File: src/rtl/phy_init_multi_pkg.sv
// Shared definitions for the multi-PHY init block.
//  - phy_state_t : per-channel sequencing state
//  - STRAP_W     : width of one channel's strap word {addr[4:0], rx_dv, rxd[7:0]}
//  - *_LSB/_BIT  : field offsets inside a strap word
//  - pack_strap  : builds a strap word from its fields
package phy_init_pkg;

  typedef enum logic [2:0] {
    S_IDLE,
    S_RST,
    S_HOLD,
    S_WAIT,
    S_READY
  } phy_state_t;

  localparam int unsigned STRAP_W  = 14;
  localparam int unsigned RXD_LSB  = 0;
  localparam int unsigned RXDV_BIT = 8;
  localparam int unsigned ADDR_LSB = 9;

  function automatic logic [STRAP_W-1:0] pack_strap(input logic [4:0] addr,
                                                    input logic       rx_dv,
                                                    input logic [7:0] rxd);
    logic [STRAP_W-1:0] s;
    s = '0;
    s[ADDR_LSB +: 5] = addr;
    s[RXDV_BIT]      = rx_dv;
    s[RXD_LSB +: 8]  = rxd;
    return s;
  endfunction

endpackage

File: src/rtl/phy_init_multi_if.sv
// Control/status bundle between the board top level and phy_init_multi.
//  master : top level / controller side (drives enables, reinit pulses, straps)
//  slave  : phy_init_multi (drives PHY pin levels, strap values, ready flags)
interface phy_init_multi_if #(
  parameter int unsigned NUM_PHY = 2
);

  logic [NUM_PHY-1:0]                        chan_en;
  logic [NUM_PHY-1:0]                        reinit_req;
  logic [NUM_PHY*phy_init_pkg::STRAP_W-1:0]  strap_cfg;
  logic [NUM_PHY-1:0]                        phy_hw_rst;
  logic [NUM_PHY-1:0]                        phy_strap_oe;
  logic [NUM_PHY*phy_init_pkg::STRAP_W-1:0]  phy_strap_out;
  logic [NUM_PHY-1:0]                        phy_ready;
  logic                                      all_ready;

  modport master (
    output chan_en, reinit_req, strap_cfg,
    input  phy_hw_rst, phy_strap_oe, phy_strap_out, phy_ready, all_ready
  );

  modport slave (
    input  chan_en, reinit_req, strap_cfg,
    output phy_hw_rst, phy_strap_oe, phy_strap_out, phy_ready, all_ready
  );

endinterface

File: src/rtl/phy_strap_seq.sv
// One PHY channel: reset / strap-hold / settle sequencer with its own counter and
// strap register. All outputs are registered.
//  clk_50        50 MHz clock
//  reset_n       synchronous active-low reset (forces S_RST, latches straps)
//  chan_en       0 = park channel in S_IDLE with PHY held in reset
//  reinit_req    1-cycle restart pulse (ignored in S_IDLE)
//  strap_cfg     strap word sampled on entry to S_RST
//  phy_hw_rst    PHY reset pin level (0 = in reset)
//  phy_strap_oe  1 = drive strap pins
//  phy_strap_out latched strap word
//  phy_ready     channel configured and released
module phy_strap_seq
  import phy_init_pkg::*;
#(
  parameter int unsigned RST_CYCLES   = 500000,
  parameter int unsigned HOLD_CYCLES  = 50,
  parameter int unsigned READY_CYCLES = 250000,
  parameter int unsigned CNT_W        = 20
) (
  input  logic               clk_50,
  input  logic               reset_n,
  input  logic               chan_en,
  input  logic               reinit_req,
  input  logic [STRAP_W-1:0] strap_cfg,
  output logic               phy_hw_rst,
  output logic               phy_strap_oe,
  output logic [STRAP_W-1:0] phy_strap_out,
  output logic               phy_ready
);

  localparam logic [CNT_W-1:0] RST_LAST   = CNT_W'(RST_CYCLES - 1);
  localparam logic [CNT_W-1:0] HOLD_LAST  = CNT_W'(HOLD_CYCLES - 1);
  localparam logic [CNT_W-1:0] READY_LAST = CNT_W'(READY_CYCLES - 1);

  phy_state_t       state;
  logic [CNT_W-1:0] cnt;

  always_ff @(posedge clk_50) begin
    if (!reset_n) begin
      state         <= S_RST;
      cnt           <= '0;
      phy_hw_rst    <= 1'b0;
      phy_strap_oe  <= 1'b1;
      phy_ready     <= 1'b0;
      phy_strap_out <= strap_cfg;
    end else if (!chan_en) begin
      state        <= S_IDLE;
      cnt          <= '0;
      phy_hw_rst   <= 1'b0;
      phy_strap_oe <= 1'b0;
      phy_ready    <= 1'b0;
    end else if (reinit_req && (state != S_IDLE)) begin
      state         <= S_RST;
      cnt           <= '0;
      phy_hw_rst    <= 1'b0;
      phy_strap_oe  <= 1'b1;
      phy_ready     <= 1'b0;
      phy_strap_out <= strap_cfg;
    end else begin
      case (state)
        S_IDLE: begin
          state         <= S_RST;
          cnt           <= '0;
          phy_hw_rst    <= 1'b0;
          phy_strap_oe  <= 1'b1;
          phy_ready     <= 1'b0;
          phy_strap_out <= strap_cfg;
        end
        S_RST: begin
          if (cnt == RST_LAST) begin
            state      <= S_HOLD;
            cnt        <= '0;
            phy_hw_rst <= 1'b1;
          end else begin
            cnt <= cnt + 1'b1;
          end
        end
        S_HOLD: begin
          if (cnt == HOLD_LAST) begin
            state        <= S_WAIT;
            cnt          <= '0;
            phy_strap_oe <= 1'b0;
          end else begin
            cnt <= cnt + 1'b1;
          end
        end
        S_WAIT: begin
          if (cnt == READY_LAST) begin
            state     <= S_READY;
            cnt       <= '0;
            phy_ready <= 1'b1;
          end else begin
            cnt <= cnt + 1'b1;
          end
        end
        S_READY: begin
          state <= S_READY;
        end
        default: begin
          state        <= S_IDLE;
          cnt          <= '0;
          phy_hw_rst   <= 1'b0;
          phy_strap_oe <= 1'b0;
          phy_ready    <= 1'b0;
        end
      endcase
    end
  end

endmodule

File: src/rtl/phy_init_multi.sv
// Hardware reset and configuration-strap sequencing for NUM_PHY GigE PHYs.
// One phy_strap_seq per channel; this level only adds the all_ready reduction.
//  clk_50   50 MHz clock
//  reset_n  synchronous active-low reset
//  bus      phy_init_multi_if slave: chan_en, reinit_req, strap_cfg in;
//           phy_hw_rst, phy_strap_oe, phy_strap_out, phy_ready, all_ready out
module phy_init_multi
  import phy_init_pkg::*;
#(
  parameter int unsigned NUM_PHY      = 2,
  parameter int unsigned RST_CYCLES   = 500000,
  parameter int unsigned HOLD_CYCLES  = 50,
  parameter int unsigned READY_CYCLES = 250000,
  parameter int unsigned CNT_W        = 20
) (
  input  logic              clk_50,
  input  logic              reset_n,
  phy_init_multi_if.slave   bus
);

  logic [NUM_PHY-1:0]         hw_rst;
  logic [NUM_PHY-1:0]         strap_oe;
  logic [NUM_PHY*STRAP_W-1:0] strap_out;
  logic [NUM_PHY-1:0]         ready;
  logic                       all_ready_q;

  for (genvar i = 0; i < NUM_PHY; i++) begin : g_chan
    phy_strap_seq #(
      .RST_CYCLES  (RST_CYCLES),
      .HOLD_CYCLES (HOLD_CYCLES),
      .READY_CYCLES(READY_CYCLES),
      .CNT_W       (CNT_W)
    ) u_seq (
      .clk_50       (clk_50),
      .reset_n      (reset_n),
      .chan_en      (bus.chan_en[i]),
      .reinit_req   (bus.reinit_req[i]),
      .strap_cfg    (bus.strap_cfg[i*STRAP_W +: STRAP_W]),
      .phy_hw_rst   (hw_rst[i]),
      .phy_strap_oe (strap_oe[i]),
      .phy_strap_out(strap_out[i*STRAP_W +: STRAP_W]),
      .phy_ready    (ready[i])
    );
  end

  // Disabled channels are masked out; with nothing enabled the flag stays low.
  always_ff @(posedge clk_50) begin
    if (!reset_n) begin
      all_ready_q <= 1'b0;
    end else begin
      all_ready_q <= (|bus.chan_en) && (&(ready | ~bus.chan_en));
    end
  end

  assign bus.phy_hw_rst    = hw_rst;
  assign bus.phy_strap_oe  = strap_oe;
  assign bus.phy_strap_out = strap_out;
  assign bus.phy_ready     = ready;
  assign bus.all_ready     = all_ready_q;

endmodule
File: src/flat_wrapper.sv
// flat-port wrapper written by rule: the top's interface ports become plain ports
module phy_init_multi_flat import phy_init_pkg::*;
#(
  parameter int unsigned NUM_PHY      = 2,
  parameter int unsigned RST_CYCLES   = 500000,
  parameter int unsigned HOLD_CYCLES  = 50,
  parameter int unsigned READY_CYCLES = 250000,
  parameter int unsigned CNT_W        = 20
)
  (clk_50, reset_n, bus_chan_en, bus_reinit_req, bus_strap_cfg, bus_phy_hw_rst, bus_phy_strap_oe, bus_phy_strap_out, bus_phy_ready, bus_all_ready);
  phy_init_multi_if #(.NUM_PHY(NUM_PHY)) bus_i ();
  input  logic clk_50;
  input  logic reset_n;
  input wire logic [$bits(bus_i.chan_en)-1:0] bus_chan_en;
  input wire logic [$bits(bus_i.reinit_req)-1:0] bus_reinit_req;
  input wire logic [$bits(bus_i.strap_cfg)-1:0] bus_strap_cfg;
  output wire logic [$bits(bus_i.phy_hw_rst)-1:0] bus_phy_hw_rst;
  output wire logic [$bits(bus_i.phy_strap_oe)-1:0] bus_phy_strap_oe;
  output wire logic [$bits(bus_i.phy_strap_out)-1:0] bus_phy_strap_out;
  output wire logic [$bits(bus_i.phy_ready)-1:0] bus_phy_ready;
  output wire logic [$bits(bus_i.all_ready)-1:0] bus_all_ready;
  assign bus_i.chan_en = bus_chan_en;
  assign bus_i.reinit_req = bus_reinit_req;
  assign bus_i.strap_cfg = bus_strap_cfg;
  assign bus_phy_hw_rst = bus_i.phy_hw_rst;
  assign bus_phy_strap_oe = bus_i.phy_strap_oe;
  assign bus_phy_strap_out = bus_i.phy_strap_out;
  assign bus_phy_ready = bus_i.phy_ready;
  assign bus_all_ready = bus_i.all_ready;
  phy_init_multi #(.NUM_PHY(NUM_PHY), .RST_CYCLES(RST_CYCLES), .HOLD_CYCLES(HOLD_CYCLES), .READY_CYCLES(READY_CYCLES), .CNT_W(CNT_W)) u_core (.clk_50(clk_50), .reset_n(reset_n), .bus(bus_i));
endmodule
File: config.mk
export PLATFORM = sky130hd
export DESIGN_NAME = phy_init_multi_flat
export DESIGN_NICKNAME = d
export VERILOG_FILES = /design/src/rtl/phy_init_multi_pkg.sv /design/src/rtl/phy_init_multi_if.sv /design/src/rtl/phy_strap_seq.sv /design/src/rtl/phy_init_multi.sv /design/src/flat_wrapper.sv
export SDC_FILE = /design/constraint.sdc
export NUM_CORES = 1
export LEC_CHECK = 0
export ABC_CLOCK_PERIOD_IN_PS = 6800
export CORE_ASPECT_RATIO = 1.2
export CORE_MARGIN = 2
export CORE_UTILIZATION = 35
export CTS_CLUSTER_DIAMETER = 120
export DETAILED_ROUTE_END_ITERATION = 8
export GPL_TIMING_DRIVEN = 0
export SETUP_SLACK_MARGIN = 0.05
export SLEW_MARGIN = 15
export SYNTH_ARGS = -nofsm -noshare
export SYNTH_HDL_FRONTEND = slang
export SYNTH_SLANG_ARGS = --single-unit
File: constraint.sdc
create_clock -name clk_50 -period 6.8 [get_ports clk_50]
set_clock_uncertainty 0.15 [all_clocks]
set_input_delay 1.36 -clock clk_50 [delete_from_list [all_inputs] [get_ports clk_50]]
set_output_delay 1.36 -clock clk_50 [all_outputs]
set_load 0.02 [all_outputs]
# ---- Word-level counts from Yosys, hierarchy flattened
# Index checks and enable logic that the tools add are counted.
dict set report totals {
  regBits 81
  word_cells 131
}
dict set report op_classes {
  add_sub_neg 2
  eq_ne 32
  muxes 44
  bitwise_logic 9
  reduce_logical 29
}
# operator count
set op_table {}
lappend op_table {{20-bit case mux with 4 select lines} 2}
lappend op_table {{20-bit two-way mux} 6}
lappend op_table {{14-bit two-way mux} 8}
lappend op_table {{20-bit by 1-bit adder with 20-bit output (second input constant)} 2}
lappend op_table {{20-bit by 18-bit equality test with 1-bit output (second input constant)} 2}
lappend op_table {{20-bit by 19-bit equality test with 1-bit output (second input constant)} 2}
lappend op_table {{20-bit by 6-bit equality test with 1-bit output (second input constant)} 2}
lappend op_table {{3-bit case mux with 5 select lines} 2}
lappend op_table {{4-bit inequality test (second input constant)} 6}
lappend op_table {{3-bit OR reduction} 8}
lappend op_table {{3-bit two-way mux} 6}
lappend op_table {{2-bit AND reduction} 9}
lappend op_table {{1-bit two-way mux} 14}
lappend op_table {{3-bit by 2-bit equality test with 1-bit output (second input constant)} 4}
lappend op_table {{2-bit inequality test (second input constant)} 6}
lappend op_table {{3-bit AND reduction} 4}
lappend op_table {{1-bit case mux with 2 select lines} 4}
lappend op_table {{1-bit inverter} 7}
lappend op_table {{3-bit by 1-bit equality test with 1-bit output (second input constant)} 2}
lappend op_table {{3-bit equality test (second input constant)} 2}
lappend op_table {{3-bit logical NOT} 2}
lappend op_table {{3-bit by 1-bit inequality test with 1-bit output (second input constant)} 2}
lappend op_table {{3-bit by 2-bit inequality test with 1-bit output (second input constant)} 2}
lappend op_table {{1-bit case mux with 3 select lines} 2}
lappend op_table {{other kinds (6)} 10}

# ---- Depth between registers and ports, before layout
# Gate-level depths: netlist (run 1).
dict set report depth {
  word_depth 5
  depth_mapped 9
  depth_no_buf 8
}

# ---- Cells and area by module
# Synthesis (run 1) repeated with hierarchy kept, for this count alone.
dict set report hier_totals {
  hier_cells 392
  area_unflattened_um2 3915.0
}
# module n_inst cells_per_inst area_per_inst_um2 seq_area_each_um2
set modules_own_cells {}
lappend modules_own_cells {{phy_strap_seq at u_core.g_chan[1].u_seq} 1 194 1986.9 940.9}
lappend modules_own_cells {{phy_strap_seq at u_core.g_chan[0].u_seq} 1 194 1884.3 940.9}
lappend modules_own_cells {phy_init_multi 1 4 43.8 20.0}

# ---- Least setup slack after synthesis (run 1)
# No wires, ideal clock.
dict set report synth_path {
  path_kind {input port to flip-flop}
  startpoint {input reset_n}
  endpoint {register u_core.g_chan[1].u_seq.cnt[17]}
  setup_ps 62
  arrival_time_ps 2441
  required_ps 6588
  setup_slack_ps 4147
  cell_stages 4
  n_path_buf 1
  cell_sequence {clkbuf_1 -> nand3_1 -> or4b_1 -> nand3_1}
}
dict set report synth_via {
  elab_chain_cells 2
}
# item line
set synth_rtl {}
lappend synth_rtl {{start, declared} flat_wrapper.sv:13} ;# input logic reset_n;
lappend synth_rtl {{1-bit inverter (no line)} n/a}
lappend synth_rtl {{3-bit OR reduction (no line)} n/a}
lappend synth_rtl {{end signal, assigned} phy_strap_seq.sv:75} ;# cnt <= cnt + 1'b1;
lappend synth_rtl {{end signal, assigned} phy_strap_seq.sv:84} ;# cnt <= cnt + 1'b1;
lappend synth_rtl {{end signal, assigned} phy_strap_seq.sv:93} ;# cnt <= cnt + 1'b1;
lappend synth_rtl {{end, declared} phy_strap_seq.sv:36} ;# logic [CNT_W-1:0] cnt;
# No other way between the ends.
# A chain may end at the register's enable or synchronous reset.

# ---- Worst setup path after layout (run 1)
dict set report layout_path {
  startpoint {input bus_reinit_req[1]}
  endpoint {register u_core.g_chan[1].u_seq.cnt[18]}
}
dict set report layout_via {
  elab_chain_cells 2
}
# item line
set layout_rtl {}
lappend layout_rtl {{start, declared} flat_wrapper.sv:15} ;# input wire logic [$bits(bus_i.reinit_req)-1:0] bus_reinit_req;
lappend layout_rtl {{1-bit logical AND} phy_strap_seq.sv:52} ;# end else if (reinit_req && (state != S_IDLE)) begin
lappend layout_rtl {{3-bit OR reduction (no line)} n/a}
# No other way between the ends.

==> impl_metrics.env, run 1 <==
export IMPL_io_buffers=68
export IMPL_hold_path_class="reg2reg"
export IMPL_seq_area_frac_synth=0.498
export IMPL_ant_nets=0
export IMPL_grt_setup_unrepaired="no"
export IMPL_synth_main_ff_cell="dfxtp_1"
export IMPL_p_seq_frac=0.478
export IMPL_powerDensity_mw_per_mm2=222
export IMPL_syn_nets=442
export IMPL_overflow=0
export IMPL_first_pass_iters=5
export IMPL_path_class="in2reg"
export IMPL_clock_fmax_ghz=0.314
export IMPL_grt_pass1_wl_mm=15.2
export IMPL_grt_max_degree=16
export IMPL_holdBufCountCts=0
export IMPL_worstPathMaxFanout=10
export IMPL_core_area_mm2=0.0106
export IMPL_synth_cell_area_mm2=0.00382
export IMPL_vias_per_cell=5.31
export IMPL_post_route_period_util=0.469
export IMPL_final_area_mm2=0.00495
export IMPL_p_sw_frac=0.224
export IMPL_nets=521
export IMPL_nFillCells=1009
export IMPL_synth_cells=404
export IMPL_tritoncts="built"
export IMPL_cp_end_kind="flip-flop"
export IMPL_htreeDepth=3
export IMPL_irDropWorstVdd_uv=87.7
export IMPL_synth_edff_count=28
export IMPL_critical_path_arrival_ps=3280
export IMPL_intPower_uw=851
export IMPL_initial_core_util=0.362
export IMPL_setup_viol=0
export IMPL_ys_seq_elements=81
export IMPL_ys_warn_count=0
export IMPL_status="complete, no violations"
export IMPL_seqCellArea_mm2=0.00190
export IMPL_maxSlewViolCount=0
export IMPL_async_flop_share=0
export IMPL_clk_root_buffer_cell="clkbuf_16"
export IMPL_wire_per_inst_um=14.7
export IMPL_num_vias=3278
export IMPL_clk_path_buf_depth=2
export IMPL_postCtsSetupBuffers=0
export IMPL_setup_worst_path_start_class="input pin"
export IMPL_cp_required_ps=6890
export IMPL_grt_pass1_vias=3145
export IMPL_clk_latency_ps=340
export IMPL_track_usage=0.161
export IMPL_clockPowerShare=0.430
export IMPL_antenna_found_initial=0
export IMPL_dieArea_mm2=0.0118
export IMPL_place_congestion=0.834
export IMPL_die_h_um=118
export IMPL_drv_cap=0
export IMPL_rows=41
export IMPL_drt_iter0_drc=187
export IMPL_p_sw_uw=246
export IMPL_synth_distinct_cells=56
export IMPL_p_comb_frac=0.092
export IMPL_cts_resized=0
export IMPL_multi_input_area_mm2=0.00176
export IMPL_final_min_clock_period_ps=3190
export IMPL_syn_avg_cell_area_um2=9.46
export IMPL_dp_hpwl_mm=6.55
export IMPL_diodes=0
export IMPL_power_total_uw=1100
export IMPL_clkSinkCount=81
export IMPL_fin_setup_tns_ps=0
export IMPL_hold_viol=0
export IMPL_route_detailed_drc=0
export IMPL_place_area_mm2=0.00466
export IMPL_area_growth_pct=29.6
export IMPL_io_pins=69
export IMPL_clk_pin_slew_worst_paths_ps=60
export IMPL_post_route_util=0.469
export IMPL_fp_dieW_um=99.4
export IMPL_drive_gt1_frac=0.0656
export IMPL_tightest_slew_ps=856
export IMPL_cts_buffers=9
export IMPL_leakage_uw=0.00167
export IMPL_slew_headroom=0.428
export IMPL_finalWirelength_mm=9.06
critical path, cell delays in order:
cell             delay [ps]
clkdlybuf4s50_1         450
o31ai_1                 150
and3_1                  290
clkbuf_1                400
nand2_1                 260
o41ai_1                 350
sequential cells by signal, indices dropped and copies added (netlist names):
signal,cells
u_core.bus.all_ready,1
u_core.g_chan.u_seq.cnt,40
u_core.g_chan.u_seq.phy_hw_rst,2
u_core.g_chan.u_seq.phy_ready,2
u_core.g_chan.u_seq.phy_strap_oe,2
u_core.g_chan.u_seq.phy_strap_out,28
u_core.g_chan.u_seq.state,6
logic make-up after synthesis:
kind of cell	after synthesis	share of synthesized area
mux	1	0.00262
compound gates	72	0.127
simple gates	191	0.264
buf+inv	32	0.0422
xor+xnor	23	0.0527
fa+ha+maj	4	0.0131
flops	81	0.498
through the flow:
step | setup slack [ps] | hold slack [ps] | std cells
4_1_cts | 3680 | 327 | 617
2_1_floorplan | 4150 | 296 | 404
5_1_grt | 3520 | 359 | 617
3_5_place_dp | 3300 | 318 | 601
3_3_place_gp | 3370 | 307 | 601
6_report | 3610 | 326 | 617
per-layer routing:
layer  track usage  part of all wire
met5             0                 0
met3        0.0390             0.048
met1         0.208              0.45
met2         0.256              0.49
met4        0.0625             0.018
worst paths after layout:
check	from	end	slack, ps	cells after the start
max	bus_reinit_req[1]	u_core.g_chan[1].u_seq.cnt[18]$_SDFFE_PP0N_	3610	6
max reg2reg	u_core.g_chan[1].u_seq.cnt[0]$_SDFFE_PP0N_	u_core.g_chan[1].u_seq.cnt[7]$_SDFFE_PP0N_	4040	8
min	u_core.g_chan[0].u_seq.phy_hw_rst$_SDFFE_PP0P_	u_core.g_chan[0].u_seq.phy_hw_rst$_SDFFE_PP0P_	330	2
min reg2reg	u_core.g_chan[0].u_seq.phy_hw_rst$_SDFFE_PP0P_	u_core.g_chan[0].u_seq.phy_hw_rst$_SDFFE_PP0P_	330	2
Yosys cell counts, types with 5 or more instances:
master    number  area, um^2
clkbuf_1      15        56.3
and3_1         9        56.3
edfxtp_1      28         841
nor2_1        47         176
inv_1          8        30.0
a21o_1         7        52.6
nand4_1       21         131
nor3_1        12        60.1
o211ai_1       7        52.6
o21ai_0       16        80.1
and4_1         5        43.8
a21oi_1       12        60.1
xnor2_1        8        70.1
buf_4          8        60.1
nand3_1       18        90.1
xor2_1        15         131
o31ai_1        8        60.1
dfxtp_1       53        1060
nand2_1       41         154
cell type report:
type,count,share of cell area
inverters,8,0.00607
well taps,129,0.0326
repair buffers,68,0.137
clock inverters,6,0.0119
plain buffers,24,0.0265
clock buffers,10,0.0462
flip-flops and latches,81,0.384
multi-input cells,291,0.355
cell usage in the layout (no fill, tap or decap), types with 15 or more instances in the layout:
cell,count
nor2_1,47
clkdlybuf4s50_1,68
o21ai_0,16
dfxtp_1,53
xor2_1,15
nand3_1,18
edfxtp_1,28
nand2_1,41
clkbuf_1,16
nand4_1,21
power by group through the flow:
stage	clock network (uW)	registers [uW]	logic, uW
after floorplan	0	550	30.7
after global placement	0	534	101
after detailed placement	0	535	102
after CTS	487	524	102
after global routing	509	526	108
final	471	524	101
(Power assumes the default switching activity.)
==> run 2: changes to the inputs <==
ABC_CLOCK_PERIOD_IN_PS = 3040   (was 6800)
clock period = 3.04 ns   (was 6.8 ns; I/O delays follow)
==> run 2 against run 1 <==
  * Utilization is 0.083 points higher
  * Critical path type is now reg2reg
  * Largest cell class unchanged
  * Register-to-register slack worse by 3700 ps
  * First-iteration DRC count decreased by 4.3%
  * Highest routed layer unchanged
  * Setup slack got worse by 3200 ps
==> impl_metrics.env, run 2 (synthesis results as in run 1) <==
export IMPL_status="complete, no violations"
export IMPL_drive_gt1_frac=0.0656
export IMPL_grt_pass1_vias=3145
export IMPL_largest_reg_flops=40
export IMPL_fp_dieW_um=99.4
export IMPL_maxSlewViolCount=0
export IMPL_overflow=0
export IMPL_worstHoldStart="u_core.g_chan[0].u_seq.phy_hw_rst$_SDFFE_PP0P_"
export IMPL_final_cell_mix="68 x clkdlybuf4s50_1, 53 x dfxtp_1, 47 x nor2_1"
export IMPL_route_detailed_drc=0
export IMPL_cts_buffers=9
export IMPL_area_growth_pct=29.8
export IMPL_dieArea_mm2=0.0118
export IMPL_drv_cap=0
export IMPL_tritoncts="built"
export IMPL_path_class="reg2reg"
export IMPL_min_path_cells=2
export IMPL_htreeDepth=3
export IMPL_intPower_uw=1900
export IMPL_initial_core_util=0.362
export IMPL_clk_latency_ps=340
export IMPL_hold_path_class="reg2reg"
export IMPL_r2r_start="u_core.g_chan[1].u_seq.cnt[13]$_SDFFE_PP0N_"
export IMPL_slowest_stage="o211ai_1"
export IMPL_final_min_clock_period_ps=2670
export IMPL_p_seq_frac=0.479
export IMPL_p_sw_frac=0.223
export IMPL_num_vias=3254
export IMPL_clkSinkCount=81
export IMPL_critical_path_arrival_ps=2730
export IMPL_irDropWorstVdd_uv=196
export IMPL_io_pins=69
export IMPL_stdcell_count=617
export IMPL_r2r_end="u_core.g_chan[1].u_seq.cnt[1]$_SDFFE_PP0N_"
export IMPL_final_common_cell="clkdlybuf4s50_1"
export IMPL_p_sw_uw=545
export IMPL_clockPowerShare=0.429
export IMPL_core_area_mm2=0.0106
export IMPL_slew_headroom=0.420
export IMPL_reg_top3="u_core.g_chan.u_seq.cnt: 40 flops, u_core.g_chan.u_seq.phy_strap_out: 28 flops, u_core.g_chan.u_seq.state: 6 flops"
export IMPL_finalWirelength_mm=9.02
export IMPL_ant_nets=0
export IMPL_powerDensity_mw_per_mm2=494
export IMPL_worstPathMaxFanout=9
export IMPL_io_buffers=68
export IMPL_antenna_found_initial=0
export IMPL_rows=41
export IMPL_path_common_cell="o211ai_1"
export IMPL_nets=521
export IMPL_path_cells="clkbuf_1, or3_1, nand4b_1, o211ai_1, o211ai_1, nand2_1, o32ai_1"
export IMPL_place_congestion=0.834
export IMPL_vias_per_cell=5.27
export IMPL_tightest_slew_ps=867
export IMPL_die_h_um=118
export IMPL_clk_pin_slew_worst_paths_ps=60
export IMPL_dp_hpwl_mm=6.55
export IMPL_cp_end_kind="flip-flop"
export IMPL_fin_setup_tns_ps=0
export IMPL_setup_viol=0
export IMPL_largest_register="u_core.g_chan.u_seq.cnt"
export IMPL_dp_cells=601
export IMPL_hold_path_end="u_core.g_chan[0].u_seq.phy_hw_rst$_SDFFE_PP0P_"
export IMPL_holdBufCountCts=0
export IMPL_clock_fmax_ghz=0.374
export IMPL_grt_max_degree=16
export IMPL_setup_worst_path_start_class="flip-flop"
export IMPL_grt_pass1_wl_mm=15.2
export IMPL_diodes=0
export IMPL_drt_iter0_drc=179
export IMPL_leakage_uw=0.00167
export IMPL_cp_startpoint="u_core.g_chan[1].u_seq.cnt[13]$_SDFFE_PP0N_"
export IMPL_post_route_period_util=0.879
export IMPL_clk_path_buf_depth=2
export IMPL_first_pass_iters=4
export IMPL_clk_root_buffer_cell="clkbuf_16"
export IMPL_postCtsSetupBuffers=0
export IMPL_p_comb_frac=0.092
export IMPL_crit_path_max_incr_delay_ps=470
export IMPL_grt_setup_unrepaired="no"
export IMPL_hold_viol=0
export IMPL_wire_per_inst_um=14.6
export IMPL_ff2ff_setup_slack_ps=370
export IMPL_cp_required_ps=3100
export IMPL_ff2ff_path_depth=7
export IMPL_track_usage=0.161
run 2: cell counts in the layout (fill, tap and decap cells not counted):
No cell type changed its count.
run 2: metrics by stage:
| stage | power (uW) | utilization | hold slack, ps | setup WS (ps) | instance area (um^2) |
|---|---|---|---|---|---|
| floorplan | 1300 | - | 296 | 771 | 3820 |
| detailed placement | 1420 | 0.441 | 318 | 291 | 4660 |
| CTS | 2490 | 0.469 | 327 | 293 | 4950 |
| global route | 2560 | 0.469 | 359 | 110 | 4960 |
| global placement | 1420 | 0.441 | 307 | 280 | 4660 |
| finish | 2450 | 0.469 | 326 | 369 | 4960 |
run 2: layout make-up:
cell class              instances  area (um^2)
plain buffers                  24          131
clock buffers                  10          229
clock inverters                 6         58.8
fillers                      1009         5610
inverters                       8         30.0
multi-input cells             291         1770
flip-flops and latches         81         1900
well taps                     129          161
repair buffers                 68          681
run 2: how the worst max path moves through the flow:
stage | to | slack (ps) | cells after the start
after floorplan | u_core.g_chan[0].u_seq.cnt[17]$_SDFFE_PP0N_ | 770 | 7
after detailed placement | u_core.g_chan[1].u_seq.cnt[18]$_SDFFE_PP0N_ | 290 | 6
after CTS | u_core.g_chan[1].u_seq.cnt[7]$_SDFFE_PP0N_ | 290 | 8
after global placement | u_core.g_chan[1].u_seq.cnt[3]$_SDFFE_PP0N_ | 280 | 8
after global routing | u_core.g_chan[1].u_seq.cnt[7]$_SDFFE_PP0N_ | 110 | 8
final | u_core.g_chan[1].u_seq.cnt[1]$_SDFFE_PP0N_ | 370 | 7
run 2: per-layer routing:
layer / vias to the layer above / wire length [um] / global-route usage
li1: 1630 / - / -
met1: 1536 / 4080 / 0.208
met2: 78 / 4440 / 0.256
met3: 10 / 372 / 0.0390
met4: 0 / 121 / 0.0625
met5: - / 0 / 0
run 2: power by group through the flow:
| stage | clock network, uW | logic (uW) | registers, uW |
|---|---|---|---|
| after floorplan | 0 | 68.7 | 1230 |
| after global placement | 0 | 226 | 1190 |
| after detailed placement | 0 | 228 | 1200 |
| after CTS | 1090 | 229 | 1170 |
| after global routing | 1140 | 243 | 1180 |
| final | 1050 | 226 | 1170 |
run 2: what timing repair did:
action | CTS | global route
endpoints found under the setup margin | 0 | 10
resized for setup | 0 | 1
hold endpoints to repair | 0 | 0
run 2: worst max-delay path: cells and delay by family, from the launching register on:
| family | cells | cell delay, ps |
|---|---|---|
| flops | 1 | 290 |
| simple gates | 3 | 950 |
| compound gates | 3 | 980 |
| buf+inv | 1 | 170 |
==> variant (settings of run 1) <==
Re-encode `phy_state_t` (5 states) as one-hot, 5 bits wide.
--- a/src/rtl/phy_init_multi_pkg.sv
+++ b/src/rtl/phy_init_multi_pkg.sv
@@ -5,12 +5,12 @@
 //  - pack_strap  : builds a strap word from its fields
 package phy_init_pkg;
 
-  typedef enum logic [2:0] {
-    S_IDLE,
-    S_RST,
-    S_HOLD,
-    S_WAIT,
-    S_READY
+  typedef enum logic [4:0] {
+    S_IDLE  = 5'b00001,
+    S_RST   = 5'b00010,
+    S_HOLD  = 5'b00100,
+    S_WAIT  = 5'b01000,
+    S_READY = 5'b10000
   } phy_state_t;
 
   localparam int unsigned STRAP_W  = 14;
Check against the original RTL: same outputs for any inputs over 4 cycles, from zero or initial values and one cycle with reset_n low; so few cycles prove little.
==> variant against run 1 <==
  * Sequential cell count increased by 4
  * Design area increased by 1.8%
  * Combinational power up 19%
  * Synthesized area rose by 1.9%
  * Routed wire length increased by 0.95%
  * Setup slack worse by 0.063 ns
  * Sequential power is 5.2% higher
  * Total power is 4.8% higher
  * Largest cell class unchanged
  * Largest power group unchanged
==> variant: results (changes against run 1) <==
INFO  metric run_status = completed (unchanged)
INFO  metric vias_per_cell = 5.28 (was 5.31)
INFO  metric synth.distinct_cells = 48 (was 56)
INFO  metric grt.met3_usage = 0.0256 (was 0.0390)
INFO  metric grt_start_max_net_pins = 17 (was 16)
INFO  metric design_power = 0.00115 W (was 0.00110 W)
INFO  metric dpl_worst_slack = 3.21 ns (was 3.30 ns)
INFO  metric synth_xor_area_frac = 0.0495 (was 0.0527)
INFO  metric hpwl = 6720 um (was 6550 um)
INFO  metric reg2reg_setup_slack = 3.88 ns (was 4.04 ns)
INFO  metric muxShareOfSynthArea = 0 (was 0.00262)
INFO  metric met2_track_usage_gr = 0.279 (was 0.256)
INFO  metric synth_area_per_cell = 9.45 um^2 (was 9.46 um^2)
INFO  metric critical_path.startpoint = reset_n (was bus_reinit_req[1])
INFO  metric peakVddDrop = 0.101 mV (was 0.0877 mV)
INFO  metric fin_cells = 627 (was 617)
INFO  metric worst_hold_slack = 0.334 ns (was 0.326 ns)
INFO  metric placed_area = 4750 um^2 (was 4660 um^2)
INFO  metric routed-wl-met3 = 271 um (was 439 um)
INFO  metric timing.reg2reg.worst_path_depth = 7 (was 8)
INFO  metric fin_nets = 529 (was 521)
INFO  metric power_clock = 0.000479 W (was 0.000471 W)
INFO  metric place_congestion = 0.845 (was 0.834)
INFO  metric timing.max_slew.rel_slack = 0.339 (was 0.428)
INFO  metric wl_met2 = 4710 um (was 4400 um)
INFO  metric hold_path.startpoint = u_core.g_chan[1].u_seq.phy_hw_rst (was u_core.g_chan[0].u_seq.phy_hw_rst)
INFO  metric yosys-top-cells-area = sky130_fd_sc_hd__dfxtp_1, sky130_fd_sc_hd__edfxtp_1, sky130_fd_sc_hd__nor2_1 (unchanged)
INFO  metric critical_path_arrival = 3.37 ns (was 3.28 ns)
## variant: cell types whose count changed after synthesis, moves of 5 or more
cell,run 1,this run
sky130_fd_sc_hd__nor4_1,4,10
sky130_fd_sc_hd__inv_1,8,15
sky130_fd_sc_hd__o21ai_0,16,9
sky130_fd_sc_hd__a31oi_1,2,17
sky130_fd_sc_hd__nand3b_1,1,8
sky130_fd_sc_hd__o211ai_1,7,2
sky130_fd_sc_hd__nand4_1,21,15
sky130_fd_sc_hd__o31ai_1,8,0
## variant: tightest hold or removal path, cell delays in order, from the launching register on
cell and delay (ns):
sky130_fd_sc_hd__dfxtp_1 0.34, sky130_fd_sc_hd__a31oi_1 0.05, sky130_fd_sc_hd__nor2_1 0.07
## variant: final cells by class
class,count,area share
buffer,18,0.0181
sequential,85,0.393
inverter,15,0.0112
clock inverter,4,0.00621
multi-input combinational,294,0.351
tap,132,0.0328
timing repair buffer,68,0.135
clock buffer,11,0.0524
